[src/rtl/photon_gate_counter.sv]
// photon_gate_counter: counts photon pulses over N sync periods,
// publishes each gate count and keeps a saturating running total.
module photon_gate_counter #(
  parameter int CNT_W        = 32,
  parameter int SYNC_STAGES  = 2,
  parameter int SYNC_TIMEOUT = 2_000_000
) (
  input  logic             clk,
  input  logic             rst_n,
  input  logic             en,
  input  logic             iSync,
  input  logic             iPhoton,
  input  logic [2:0]       iActive_Periods_Num,
  input  logic             iAcc_Clear,
  output logic             oData_Update,
  output logic [CNT_W-1:0] oPulse_Counter,
  output logic [CNT_W-1:0] oPulseCounter_Accumulated,
  output logic             oGate_Active,
  output logic             oSync_Lost
);

  localparam int WD_W = $clog2(SYNC_TIMEOUT + 1);
  localparam logic [WD_W-1:0] WD_LAST = WD_W'(SYNC_TIMEOUT - 1);

  typedef enum logic [1:0] {
    IDLE,
    ARM,
    COUNT
  } state_t;

  state_t                 state;
  logic [SYNC_STAGES-1:0] syncSh;
  logic [SYNC_STAGES-1:0] phSh;
  logic                   syncPrev;
  logic                   phPrev;
  logic                   syncRise;
  logic                   phRise;
  logic [2:0]             perLeft;
  logic [CNT_W-1:0]       cnt;
  logic [WD_W-1:0]        wdog;
  logic [CNT_W-1:0]       gateVal;
  logic [CNT_W-1:0]       accBase;
  logic [CNT_W-1:0]       accNext;
  logic                   gateEnd;
  logic                   timeoutHit;

  function automatic logic [2:0] clampN(input logic [2:0] n);
    logic [2:0] r;
    r = n;
    if (n == 3'd0) r = 3'd1;
    else if (n > 3'd5) r = 3'd5;
    return r;
  endfunction

  function automatic logic [CNT_W-1:0] satAdd(
    input logic [CNT_W-1:0] a,
    input logic [CNT_W-1:0] b
  );
    logic [CNT_W:0] s;
    s = {1'b0, a} + {1'b0, b};
    return s[CNT_W] ? '1 : s[CNT_W-1:0];
  endfunction

  // Pin synchronizers and registered rising-edge strobes
  always_ff @(posedge clk or negedge rst_n) begin
    if (!rst_n) begin
      syncSh   <= '0;
      phSh     <= '0;
      syncPrev <= 1'b0;
      phPrev   <= 1'b0;
      syncRise <= 1'b0;
      phRise   <= 1'b0;
    end else begin
      syncSh   <= {syncSh[SYNC_STAGES-2:0], iSync};
      phSh     <= {phSh[SYNC_STAGES-2:0], iPhoton};
      syncPrev <= syncSh[SYNC_STAGES-1];
      phPrev   <= phSh[SYNC_STAGES-1];
      syncRise <= syncSh[SYNC_STAGES-1] & ~syncPrev;
      phRise   <= phSh[SYNC_STAGES-1] & ~phPrev;
    end
  end

  always_comb begin
    gateVal    = satAdd(cnt, CNT_W'(phRise));
    timeoutHit = en && (state != IDLE) && !syncRise
                 && (wdog == WD_LAST);
    gateEnd    = en && (state == COUNT) && syncRise
                 && (perLeft == 3'd1);
    accBase    = iAcc_Clear ? '0 : oPulseCounter_Accumulated;
    accNext    = gateEnd ? satAdd(accBase, gateVal) : accBase;
  end

  always_ff @(posedge clk or negedge rst_n) begin
    if (!rst_n) begin
      state                     <= IDLE;
      perLeft                   <= 3'd0;
      cnt                       <= '0;
      wdog                      <= '0;
      oData_Update              <= 1'b0;
      oPulse_Counter            <= '0;
      oPulseCounter_Accumulated <= '0;
      oGate_Active              <= 1'b0;
      oSync_Lost                <= 1'b0;
    end else begin
      oData_Update              <= 1'b0;
      oPulseCounter_Accumulated <= accNext;
      if (syncRise) oSync_Lost <= 1'b0;
      if (!en) begin
        state        <= IDLE;
        cnt          <= '0;
        wdog         <= '0;
        oGate_Active <= 1'b0;
      end else if (timeoutHit) begin
        // lost sync: drop the partial gate and re-arm
        state        <= ARM;
        cnt          <= '0;
        wdog         <= '0;
        oGate_Active <= 1'b0;
        oSync_Lost   <= 1'b1;
      end else begin
        unique case (state)
          IDLE: begin
            state <= ARM;
            wdog  <= '0;
          end
          ARM: begin
            if (syncRise) begin
              state        <= COUNT;
              perLeft      <= clampN(iActive_Periods_Num);
              cnt          <= '0;
              wdog         <= '0;
              oGate_Active <= 1'b1;
            end else begin
              wdog <= wdog + 1'b1;
            end
          end
          COUNT: begin
            if (syncRise) begin
              wdog <= '0;
              if (perLeft == 3'd1) begin
                oPulse_Counter <= gateVal;
                oData_Update   <= 1'b1;
                cnt            <= '0;
                perLeft        <= clampN(iActive_Periods_Num);
              end else begin
                perLeft <= perLeft - 3'd1;
                cnt     <= gateVal;
              end
            end else begin
              wdog <= wdog + 1'b1;
              cnt  <= gateVal;
            end
          end
          default: begin
            state        <= IDLE;
            oGate_Active <= 1'b0;
          end
        endcase
      end
    end
  end

endmodule

[config.mk]
export PLATFORM = sky130hd
export DESIGN_NAME = photon_gate_counter
export DESIGN_NICKNAME = d
export VERILOG_FILES = /design/src/rtl/photon_gate_counter.sv
export SDC_FILE = /design/constraint.sdc
export NUM_CORES = 1
export LEC_CHECK = 0
export ABC_AREA = 1
export CELL_PAD_IN_SITES_DETAIL_PLACEMENT = 1
export CELL_PAD_IN_SITES_GLOBAL_PLACEMENT = 2
export CORE_ASPECT_RATIO = 0.5
export CORE_MARGIN = 2
export CORE_UTILIZATION = 35
export DETAILED_ROUTE_END_ITERATION = 12
export GPL_ROUTABILITY_DRIVEN = 0
export PLACE_DENSITY = 0.92
export SYNTH_ARGS = -nofsm -noshare
export SYNTH_HDL_FRONTEND = slang
export SYNTH_SLANG_ARGS = --single-unit
export TNS_END_PERCENT = 10
[constraint.sdc]
create_clock -name clk -period 6.99 [get_ports clk]
set_input_delay 1.7475 -clock clk [delete_from_list [all_inputs] [get_ports clk]]
set_output_delay 1.7475 -clock clk [all_outputs]
set_load 0.01 [all_outputs]
[Word-level counts from Yosys, hierarchy flattened]
Index checks and enable logic that the tools add are counted.
Storage, ports and cells
  flip-flop bits (word level): 133
  word-level logic and storage cells: 90
  input bits: 9
Cells by class
  muxes and demuxes: 36
  reduce and logical (&&, ||, !) cells: 18
  add/sub/neg operators: 4
  eq/ne operators: 11
  bitwise logic cells: 5
  $lt $le $gt $ge: 1
Operator list (number)
  $mux 32: 9
  $pmux 32 s2: 1
  $mux 21: 3
  $pmux 21 s2: 1
  $add 32x1->33: 1
  $add 32x32->33: 1
  $add 21x1->21 const B: 1
  $eq 21x21->1 const B: 1
  $mux 3: 5
  $mux 1: 11
  $reduce_and 5->1: 2
  $logic_and 1x1->1: 6
  $mux 2: 3
  $pmux 2 s3: 1
  $pmux 3 s2: 1
  $reduce_and 2->1: 3
  $ne 2x2->1 const B: 2
  $ne 4x1->1 const B: 1
  $ne 4x2->1 const B: 1
  $ne 4x4->1 const B: 1
  $reduce_bool 2->1: 2
  $reduce_or 2->1: 2
  $eq 3x1->1 const B: 1
  $gt 3x3->1 const B: 1
  other kinds (11): 14

[Logic depth before layout (Yosys ltp)]
Gate-level depths: netlist (run 1).
  depth in word-level cells: 7
  depth in mapped cells: 25
  gate-level depth less buffers: 24

[Worst setup path after synthesis (run 1)]
No wires, ideal clock.
  path type: input -> register
  from: in iAcc_Clear
  to: reg oPulseCounter_Accumulated[26]
  stages on the path: 15
  arrival: 3.583 ns
  setup slack: 3.329 ns
  buffers on the path: 2
  cells stage by stage: clkbuf_1 > nor2_1 > ha_1 > inv_1 > fa_1 > nor2_1 > o21ai_0 > nand2_1 > nand2_1 > nand2_1 > nand2_1 > nand2_1 > nor2_1 > buf_2 > a21oi_1
Between the ends
  cells in the longest elaborated chain, start to end: 4
Ends and longest elaborated chain
  from (decl): line 14  | input logic iAcc_Clear,
  $mux 32 (*): line 89  | accBase = iAcc_Clear ? '0 : oPulseCounter_Accumulated;
  $add 32x32->33: line 60  | s = {1'b0, a} + {1'b0, b};
  $mux 32: line 61  | return s[CNT_W] ? '1 : s[CNT_W-1:0];
  $mux 32 (*): line 90  | accNext = gateEnd ? satAdd(accBase, gateVal) : accBase;
  via accNext[26]: line 43  | logic [CNT_W-1:0] accNext;
  to (signal assigned): line 106  | oPulseCounter_Accumulated <= accNext;
  to (decl): line 17  | output logic [CNT_W-1:0] oPulseCounter_Accumulated,
The timed path passes the listed nets; every way through them passes the cells marked *.
A chain may end at the register's enable or synchronous reset.

[Final worst setup path (run 1)]
  from: reg cnt[0]
  to: reg oPulseCounter_Accumulated[18]
Between the ends
  cells in the longest elaborated chain, start to end: 5
Ends and longest elaborated chain
  from (decl): line 39  | logic [CNT_W-1:0] cnt;
  from (signal assigned): line 147  | cnt <= gateVal;
  from (signal assigned): line 151  | cnt <= gateVal;
  $add 32x1->33: line 60
  $mux 32: line 61
  via gateVal[8]: line 41  | logic [CNT_W-1:0] gateVal;
  $add 32x32->33: line 60
  $mux 32: line 61
  $mux 32: line 90
  via accNext[18]: line 43
The timed path passes the listed nets, and every way through them passes these cells.

==> results of run 1 <==
## power by group through the flow
stage	registers, uW	clock network [uW]	logic [uW]
floorplan	857	0	195
global placement	852	0	312
detailed placement	856	0	326
CTS	843	939	329
global route	849	971	364
finish	842	917	322
## final timing paths
path | endpoint | slack, ns | start | cells past startpoint
worst min register to register | phSh[1] | 0.36 | phSh[0] | 0
worst max register to register | oPulseCounter_Accumulated[18] | 2.35 | cnt[0] | 21
max in group asynchronous | oPulseCounter_Accumulated[18] | 4.26 | rst_n | 2
worst min-delay path | phSh[1] | 0.36 | phSh[0] | 0
worst max-delay path | oPulseCounter_Accumulated[18] | 2.35 | cnt[0] | 21
min in group asynchronous | perLeft[1] | 1.30 | rst_n | 1
## synth_stat cells (all sizes together), types with 2 or more instances
library cell and instances:
nand2 574, inv 228, nor2 187, dfrtp 133, nand3 76, a21oi 44
ha 41, nor3 40, o21ai 31, xor2 17, clkbuf 15, xnor2 15
buf 12, nand4 12, or2 12, o22ai 7, a31oi 5, and2 5
nand3b 4, clkinv 2, o21bai 2
## sequential cells by signal (all words and copies together) (netlist names)
name,cells
oGate_Active,1
oSync_Lost,1
phSh,2
phPrev,1
oPulseCounter_Accumulated,32
cnt,32
wdog,21
state,2
oPulse_Counter,32
syncRise,1
syncPrev,1
phRise,1
perLeft,3
oData_Update,1
syncSh,2
## final cells by class
class                      instances  area, sq um  area share
clock buffer                      22          484      0.0434
inverter                         230          863      0.0774
sequential                       133         3330       0.298
multi-input combinational       1077         5150       0.462
clock inverter                     9          101     0.00908
timing repair buffer              80          790      0.0707
tap                              352          440      0.0395
## metal layers
| metal | GRT usage | wire (um) | share of wire | vias to the layer above |
|---|---|---|---|---|
| met5 | 0 | 0 | 0 | - |
| li1 | - | - | - | 4638 |
| met1 | 0.315 | 15400 | 0.49 | 4563 |
| met4 | 0.0653 | 523 | 0.017 | 0 |
| met2 | 0.385 | 14400 | 0.46 | 116 |
| met3 | 0.0381 | 1000 | 0.032 | 37 |
## metrics by stage
step	instance area [sq um]	hold slack, ns	utilization
detailed placement	10600	0.340	0.398
global route	11200	0.375	0.421
CTS	11200	0.364	0.421
finish	11200	0.356	0.421
floorplan	9500	0.331	-
global placement	10600	0.346	0.398
## kinds of logic (layout without fill, tap and decap cells)
family / count (synthesis) / in the layout / share of synthesized area
AND/OR/NAND/NOR: 911 / 911 / 0.405
AO/OA/AOI/OAI: 92 / 92 / 0.0513
XOR/XNOR: 32 / 32 / 0.0295
buffers and inverters: 257 / 341 / 0.108
flip-flops: 133 / 133 / 0.350
adder cells (fa/ha/maj): 42 / 42 / 0.0561
## layout by cell type (no fill, tap or decap), types with 3 or more instances in the layout
cell type        netlist  final
dfrtp_1              133    133
buf_4                  2      5
clkdlybuf4s50_1        0     74
o22ai_1                7      7
nor2_4                 3      3
a31oi_1                5      5
nand4_1               12     12
inv_1                223    223
a21oi_1               44     44
nand3b_1               4      4
clkbuf_16              0     17
inv_2                  5      6
clkbuf_8               0      4
nand3_1               52     52
o21ai_0               30     30
nand3_2               22     22
ha_1                  41     41
xnor2_1               15     15
or2_2                 11     11
and2_1                 5      5
nand2_1              571    571
xor2_1                17     17
nor2_1               182    182
nor3_1                37     37
clkinv_2               0      5
==> flow_metrics.tcl, run 1 <==
set metrics [dict create \
    via_count 9354 \
    crit_fanout 32 \
    p_comb_frac 0.155 \
    setup_viol 0 \
    htree_levels 4 \
    fin_ws_ns 2.35 \
    syn-num-nets 1518 \
    crit_required_ns 7.31 \
    rows 42 \
    clock.fmax_ghz 0.216 \
    finalHoldViolCount 0 \
    grt_pass1_wl_um 51500 \
    layout.nets 1590 \
    p_int_uw 1480 \
    period_minus_slack_ns 4.64 \
    synthCells 1467 \
    die_area_sq_mm 0.0286 \
    grt_pass1_vias 9902 \
    syn_to_final_growth_pct 17.4 \
    crit_buf_inv 3 \
    synth.top_cell.area_share 0.350 \
    postCtsHoldBufs 0 \
    clkSlewWorstSetupHoldPaths_ns 0.06 \
    tightest_slew_ns 0.989 \
    routedWlPerCell_um 16.5 \
    routed_wirelength_um 31300 \
    antenna_left 0 \
    netlist_area_sq_mm 0.00950 \
    maxCapViolations 0 \
    portBuffers 75 \
    antenna_cells_inserted 0 \
    initial_core_util 0.358 \
    powerDensity_mw_per_mm2 187 \
    syn_area_per_cell_sq_um 6.48 \
    cpMaxStageDelayCell "nand3_1" \
    p_leak_uw 0.00581 \
    status "finished clean" \
    grt_use_total 0.232 \
    cpLargestDelayFamily "simple AND/OR/NAND/NOR gates" \
    die_x_um 237 \
    power_uw 2080 \
    crit_arrival_ns 4.96 \
    cts.sinks 133 \
    place_inst 1872 \
    cp_cell_sequence "ha_1, ha_1, nand2_1, nor2_4, nand2_2, nor2_2, inv_2, nor3_4, inv_2, o21ai_1, ha_1, nand2_1, inv_1, nand2_1, nor2_1, nand2_1, nand2_1, nand2_1, nand3_1, nor2_1, nor2_1" \
    switchingPower_uw 605 \
    hp-class "reg -> reg" \
    drt_iter0_drc 415 \
    viasPerCell 4.92 \
    start_kind "flop" \
    cts.repair.resized 0 \
    setup_tns_ns 0 \
    die_y_um 121 \
    post-cts-setup-buffers 0 \
    cts-root-buf "clkbuf_16" \
    async_reset_ff_frac 1.00 \
    cp_common_cell "nand2_1" \
    final_cell_count_no_fill 1903 \
    clk_latency_ns 0.44 \
    ir_drop_v 0.000117 \
    crit_path_end_kind "flop" \
    core_area_sq_mm 0.0265 \
    dpl.hpwl_um 24400 \
    cts_tree "yes" \
    crit_type "reg -> reg" \
    power_frac_seq 0.405 \
    yosys.cell_types.count 39 \
    nFillCells 3500 \
    maxSlewHeadroom 0.341 \
    antenna_found_initial 0 \
    ys_warn_count 0 \
    synth_area_leaders "dfrtp_1 (35%), nand2_1 (23%), inv_1 (8.8%)" \
    cts_made_buffers 17 \
    p_sw_frac 0.291 \
    post-place-ws_ns 2.16 \
    synth_flop_cell "dfrtp_1" \
    clockBufferDepth 2 \
    max_stage_delay_ns 0.48 \
    clkPwrFrac 0.441 \
    drt_pass1_iterations 5 \
    gr-total-overflow 0 \
    ys_seq_area_frac 0.350 \
    route.detailed.drc 0 \
    rsz0062_at_grt "no" \
    synth_top_area_cell "dfrtp_1" \
    grt_max_degree 72 \
    fin_worst_skew_ns 0.0119 \
    ys_seq_elements 133 \
    io_pins 76 \
    period_share 0.663 \
    slew_violations 0 \
    layout-drive-gt1-share 0.0567 \
    synth_edf_count 0 \
]
No activity file was read; power rests on OpenSTA's default activity.
==> run 2, diff against run 1 <==
--- a/config.mk
+++ b/config.mk
@@ -10,10 +10,10 @@
 export CELL_PAD_IN_SITES_GLOBAL_PLACEMENT = 2
 export CORE_ASPECT_RATIO = 0.5
 export CORE_MARGIN = 2
-export CORE_UTILIZATION = 35
+export CORE_UTILIZATION = 33
 export DETAILED_ROUTE_END_ITERATION = 12
 export GPL_ROUTABILITY_DRIVEN = 0
-export PLACE_DENSITY = 0.92
+export PLACE_DENSITY = 0.88
 export SYNTH_ARGS = -nofsm -noshare
 export SYNTH_HDL_FRONTEND = slang
 export SYNTH_SLANG_ARGS = --single-unit
==> constraint.sdc (replaced) <==
create_clock -name clk -period 4.7 [get_ports clk]
set_input_delay 1.175 -clock clk [delete_from_list [all_inputs] [get_ports clk]]
set_output_delay 1.175 -clock clk [all_outputs]
set_load 0.01 [all_outputs]
==> run 2 against run 1 <==
Compared with the run above:
- clock skew is 0.0018 ns lower
- global-route usage is 0.89 points lower
- critical path type unchanged
- critical endpoint is now oPulseCounter_Accumulated[10]
- largest cell class unchanged
- largest power group unchanged
- register-to-register slack worse by 1.7 ns
- maximum frequency is 14% higher
- worst setup slack worse by 1.7 ns
- first-iteration DRC count is 29% higher
- clock power is 42% higher
- sequential cell count stayed put
- worst hold slack worse by 0.0064 ns
==> flow_metrics.tcl, run 2 (synthesized netlist as in run 1, its figures left out) <==
set metrics [dict create \
    cts.repair.resized 0 \
    htree_levels 4 \
    maxCapViolations 0 \
    cts-root-buf "clkbuf_16" \
    via_count 9403 \
    antenna_found_initial 0 \
    ir_drop_v 0.000265 \
    drt_iter0_drc 535 \
    nFillCells 3677 \
    crit_arrival_ns 4.38 \
    cpLargestDelayFamily "simple AND/OR/NAND/NOR gates" \
    period_share 0.865 \
    post-place-ws_ns 0.654 \
    cp_cell_sequence "ha_1, ha_1, nand2_1, nor2_4, nand2_2, nor2_2, inv_2, nor3_4, inv_2, buf_4, nand3_2, ha_1, nand2_1, nor2_1, and2_1, and2_1, nand2_1, nand2_1, nor2_1, buf_4, a21oi_1" \
    layout_commonest_cell "nand2_1" \
    initial_core_util 0.339 \
    layout.nets 1597 \
    period_minus_slack_ns 4.06 \
    crit_required_ns 5.01 \
    maxSlewHeadroom 0.358 \
    holdWs_ns 0.350 \
    grt_pass1_vias 9735 \
    routedWlPerCell_um 16.5 \
    rsz0062_at_grt "no" \
    clockBufferDepth 2 \
    antenna_cells_inserted 0 \
    crit_fanout 23 \
    power_uw 3030 \
    setup_viol 0 \
    powerDensity_mw_per_mm2 270 \
    io_pins 76 \
    rows 43 \
    grt_max_degree 101 \
    viasPerCell 4.84 \
    cts_made_buffers 17 \
    dpl.hpwl_um 25400 \
    reg.largest.list "cnt (32), oPulseCounter_Accumulated (32), oPulse_Counter (32)" \
    cp_common_cell "nand2_1" \
    antenna_left 0 \
    postCtsHoldBufs 0 \
    syn_to_final_growth_pct 18.2 \
    die_y_um 124 \
    drt_pass1_iterations 5 \
    finalHoldViolCount 0 \
    max_stage_delay_ns 0.35 \
    crit_path_end_kind "flop" \
    route.detailed.drc 0 \
    die_area_sq_mm 0.0303 \
    layout-drive-gt1-share 0.0597 \
    tightest_slew_ns 0.963 \
    gr-total-overflow 0 \
    clk_latency_ns 0.45 \
    cts.sinks 133 \
    status "finished clean" \
    core_area_sq_mm 0.0280 \
    cpMaxStageDelayCell "dfrtp_1" \
    p_leak_uw 0.00583 \
    hp-class "reg -> reg" \
    clkSlewWorstSetupHoldPaths_ns 0.06 \
    grt_pass1_wl_um 52300 \
    portBuffers 75 \
    start_kind "flop" \
    routed_wirelength_um 32000 \
    cts_tree "yes" \
    grt_use_total 0.223 \
    final_cell_mix "nand2_1 (571), inv_1 (223), nor2_1 (182)" \
    crit_type "reg -> reg" \
    fin_ws_ns 0.636 \
    crit_buf_inv 4 \
    post-cts-setup-buffers 0 \
    setup_tns_ns 0 \
    die_x_um 244 \
    clock.fmax_ghz 0.246 \
    fin_worst_skew_ns 0.0101 \
    slew_violations 0 \
]
==> run 2: cell count changes in the layout (fill, tap and decap cells not counted) <==
| cell | before | now |
|---|---|---|
| clkinv_2 | 5 | 2 |
| clkbuf_1 | 1 | 4 |
| clkbuf_8 | 4 | 1 |
| inv_6 | 0 | 2 |
| buf_4 | 5 | 11 |
| buf_12 | 0 | 1 |
| bufinv_16 | 2 | 1 |
| clkinv_4 | 1 | 4 |
==> run 2: worst register-to-register path, cell delays in order, from the launching register on <==
cell	delay [ns]
dfrtp_1	0.35
ha_1	0.25
ha_1	0.26
nand2_1	0.13
nor2_4	0.15
nand2_2	0.10
nor2_2	0.15
inv_2	0.07
nor3_4	0.23
inv_2	0.29
buf_4	0.29
nand3_2	0.16
ha_1	0.32
nand2_1	0.18
nor2_1	0.09
and2_1	0.17
and2_1	0.13
nand2_1	0.08
nand2_1	0.06
nor2_1	0.13
buf_4	0.25
a21oi_1	0.11
==> run 2: final cells by class <==
type,instances,area [sq um],area share
clock buffers,22,454,0.0404
multi-input cells,1077,5150,0.459
well taps,382,478,0.0426
inverters,230,863,0.0769
clock inverters,10,100,0.00891
flip-flops and latches,133,3330,0.296
repair buffers,87,855,0.0761
==> run 2: path summary, 6_finish.rpt <==
kind                            from                       endpoint  slack (ns)  depth (start not counted)
max                           cnt[0]  oPulseCounter_Accumulated[10]        0.64                         21
min in group asynchronous      rst_n                     perLeft[2]        0.81                          1
min reg2reg                syncSh[0]                      syncSh[1]        0.35                          0
max reg2reg                   cnt[0]  oPulseCounter_Accumulated[10]        0.64                         21
min                        syncSh[0]                      syncSh[1]        0.35                          0
max in group asynchronous      rst_n             oPulse_Counter[26]        2.96                          2
==> run 2: through the flow <==
step	instance area [sq um]	std cells	util
floorplan	9500	1467	-
global placement	10700	1909	0.381
detailed placement	10700	1909	0.381
CTS	11200	1941	0.401
global route	11200	1941	0.401
finish	11200	1941	0.401
==> run 2: power by group <==
| part | leakage, uW | total [uW] | internal, uW | switching (uW) |
|---|---|---|---|---|
| clock | 0.000269 | 1300 | 745 | 553 |
| combinational | 0.00373 | 485 | 162 | 323 |
| sequential | 0.00183 | 1250 | 1210 | 45.1 |
==> run 2: routing by layer <==
layer  vias to the layer above  track usage  share of wire
li1                       4654            -              -
met1                      4584        0.311           0.50
met2                       140        0.370           0.45
met3                        25       0.0310          0.032
met4                         0       0.0534          0.011
met5                         -            0              0
==> run 3, diff against run 2 <==
--- a/config.mk
+++ b/config.mk
@@ -9,7 +9,7 @@
 export CELL_PAD_IN_SITES_DETAIL_PLACEMENT = 1
 export CELL_PAD_IN_SITES_GLOBAL_PLACEMENT = 2
 export CORE_ASPECT_RATIO = 0.5
-export CORE_MARGIN = 2
+export CORE_MARGIN = 1
 export CORE_UTILIZATION = 33
 export DETAILED_ROUTE_END_ITERATION = 12
 export GPL_ROUTABILITY_DRIVEN = 0
==> run 3 against run 2 <==
Compared with the run above:
- maximum frequency fell by 3.8%
- core utilization up 0.17 points
- clock skew is 0.0033 ns lower
- global-route usage is 0.94 points higher
- wire length rose by 1.7%
- count of clock-buffer cells in the layout is 1 higher
- critical path depth grew 1
- sequential cell count stayed put
- via count up 0.67%
- highest routed layer unchanged
==> flow_metrics.tcl, run 3 (synthesized netlist as in run 1, its figures left out) <==
set metrics [dict create \
    status "finished clean" \
    r2r_slack_ns 0.47 \
    route.detailed.drc 0 \
    hold_start "phSh[0]" \
    maxCapViolations 0 \
    clock.fmax_ghz 0.237 \
    cts.sinks 133 \
    drt_pass1_iterations 5 \
    crit_required_ns 5.00 \
    min_to "phSh[1]" \
    grt_use_total 0.233 \
    hp-class "reg -> reg" \
    antenna_left 0 \
    crit_type "reg -> reg" \
    start_kind "flop" \
    crit_path_end_kind "flop" \
    rows 43 \
    dpl.hpwl_um 25600 \
    layout.nets 1593 \
    clkSlewWorstSetupHoldPaths_ns 0.06 \
    drt_iter0_drc 692 \
    cts_made_buffers 17 \
    cts_tree "yes" \
    ir_drop_v 0.000225 \
    gr-usage-met3 0.0419 \
    antenna_cells_inserted 0 \
    holdPathStages 0 \
    viasPerCell 4.89 \
    clk_latency_ns 0.44 \
    final_cell_mix "nand2_1 (571), inv_1 (223), nor2_1 (182)" \
    io_pins 76 \
    syn_to_final_growth_pct 18.4 \
    cts-root-buf "clkbuf_16" \
    core_area_sq_mm 0.0280 \
    top_usage_layer "met2" \
    grt_pass1_vias 9885 \
    r2r_cells 22 \
    initial_core_util 0.340 \
    die_x_um 242 \
    crit_fanout 32 \
    setup_tns_ns 0 \
    rsz0062_at_grt "no" \
    r2r_start "cnt[0]" \
    reg.largest.list "cnt (32), oPulseCounter_Accumulated (32), oPulse_Counter (32)" \
    fin_worst_skew_ns 0.00681 \
    routed_wirelength_um 32500 \
    slew_violations 0 \
    utilization 0.402 \
    htree_levels 4 \
    powerDensity_mw_per_mm2 281 \
    regToRegEndpoint "oPulseCounter_Accumulated[14]" \
    maxSlewHeadroom 0.419 \
    post-cts-setup-buffers 0 \
    die_area_sq_mm 0.0295 \
    place_inst 1905 \
    antenna_found_initial 0 \
    setup_viol 0 \
    gr-total-overflow 0 \
    period_share 0.899 \
    tightest_slew_ns 0.870 \
    grt_pass1_wl_um 53200 \
    grtUsageMet1 0.321 \
    portBuffers 75 \
    via_count 9466 \
    layout_commonest_cell "nand2_1" \
    period_minus_slack_ns 4.23 \
    grt_max_degree 81 \
    final_cell_count_no_fill 1935 \
    finalHoldViolCount 0 \
    crit_arrival_ns 4.53 \
    routedWlPerCell_um 16.8 \
    die_y_um 122 \
    met2_usage 0.374 \
    cts.repair.resized 0 \
    p_leak_uw 0.00584 \
    clockBufferDepth 2 \
    postCtsHoldBufs 0 \
    layout-drive-gt1-share 0.0573 \
]
## run 3: cell types whose count changed in the layout (fill, tap and decap cells not counted), moves of 2 or more
cell       delta
bufinv_16     +2
buf_4         -4
inv_6         -2
clkbuf_8      +3
clkbuf_1      -2
## run 3: worst max path at each step
stage,startpoint,end,depth (start not counted),slack [ns]
after floorplan,cnt[0],oPulseCounter_Accumulated[26],22,1.57
after global placement,cnt[0],oPulseCounter_Accumulated[2],22,0.57
after detailed placement,phRise,oPulseCounter_Accumulated[29],22,0.49
after CTS,cnt[0],oPulseCounter_Accumulated[29],22,0.46
after global routing,cnt[0],oPulseCounter_Accumulated[14],22,0.14
final,cnt[0],oPulseCounter_Accumulated[14],22,0.47
## run 3: layout make-up
| class | instances | area [sq um] |
|---|---|---|
| well taps | 382 | 478 |
| inverters | 230 | 863 |
| multi-input cells | 1077 | 5150 |
| flip-flops and latches | 133 | 3330 |
| clock inverters | 7 | 121 |
| clock buffers | 23 | 488 |
| fillers | 3664 | 16700 |
| repair buffers | 83 | 825 |
## run 3: critical path, cell delays in order (launching register included)
cell and delay, ns:
dfrtp_1 0.38, ha_1 0.24, ha_1 0.26, nand2_1 0.15, nor2_4 0.06, nand2_2 0.10
nor2_2 0.06, inv_2 0.07, nor3_4 0.05, inv_2 0.58, nand3_2 0.36, ha_1 0.48
nand2_1 0.12, inv_1 0.07, nand2_1 0.13, inv_1 0.05, nand2_1 0.06, nand2_1 0.08
a21oi_1 0.21, nand2_1 0.07, nor2_1 0.09, buf_4 0.29, a21oi_1 0.12
## run 3: layer usage
layer | part of all wire | wire length, um
met1 | 0.49 | 16100
met2 | 0.46 | 14800
met5 | 0 | 0
met3 | 0.035 | 1140
met4 | 0.016 | 529
## run 3: report_power, final
part           internal, uW  switching (uW)
logic                   162             327
clock network           887             540
registers              1210            46.3
## run 3: per-stage QoR
step                      hold slack, ns  power, uW  setup slack, ns  instance area, sq um
final                              0.353       3170            0.475                 11300
after CTS                          0.358       3210            0.461                 11300
after floorplan                    0.331       1560             1.57                  9500
after detailed placement           0.337       1770            0.495                 10600
after global placement             0.341       1740            0.567                 10600
after global routing               0.364       3300            0.139                 11300
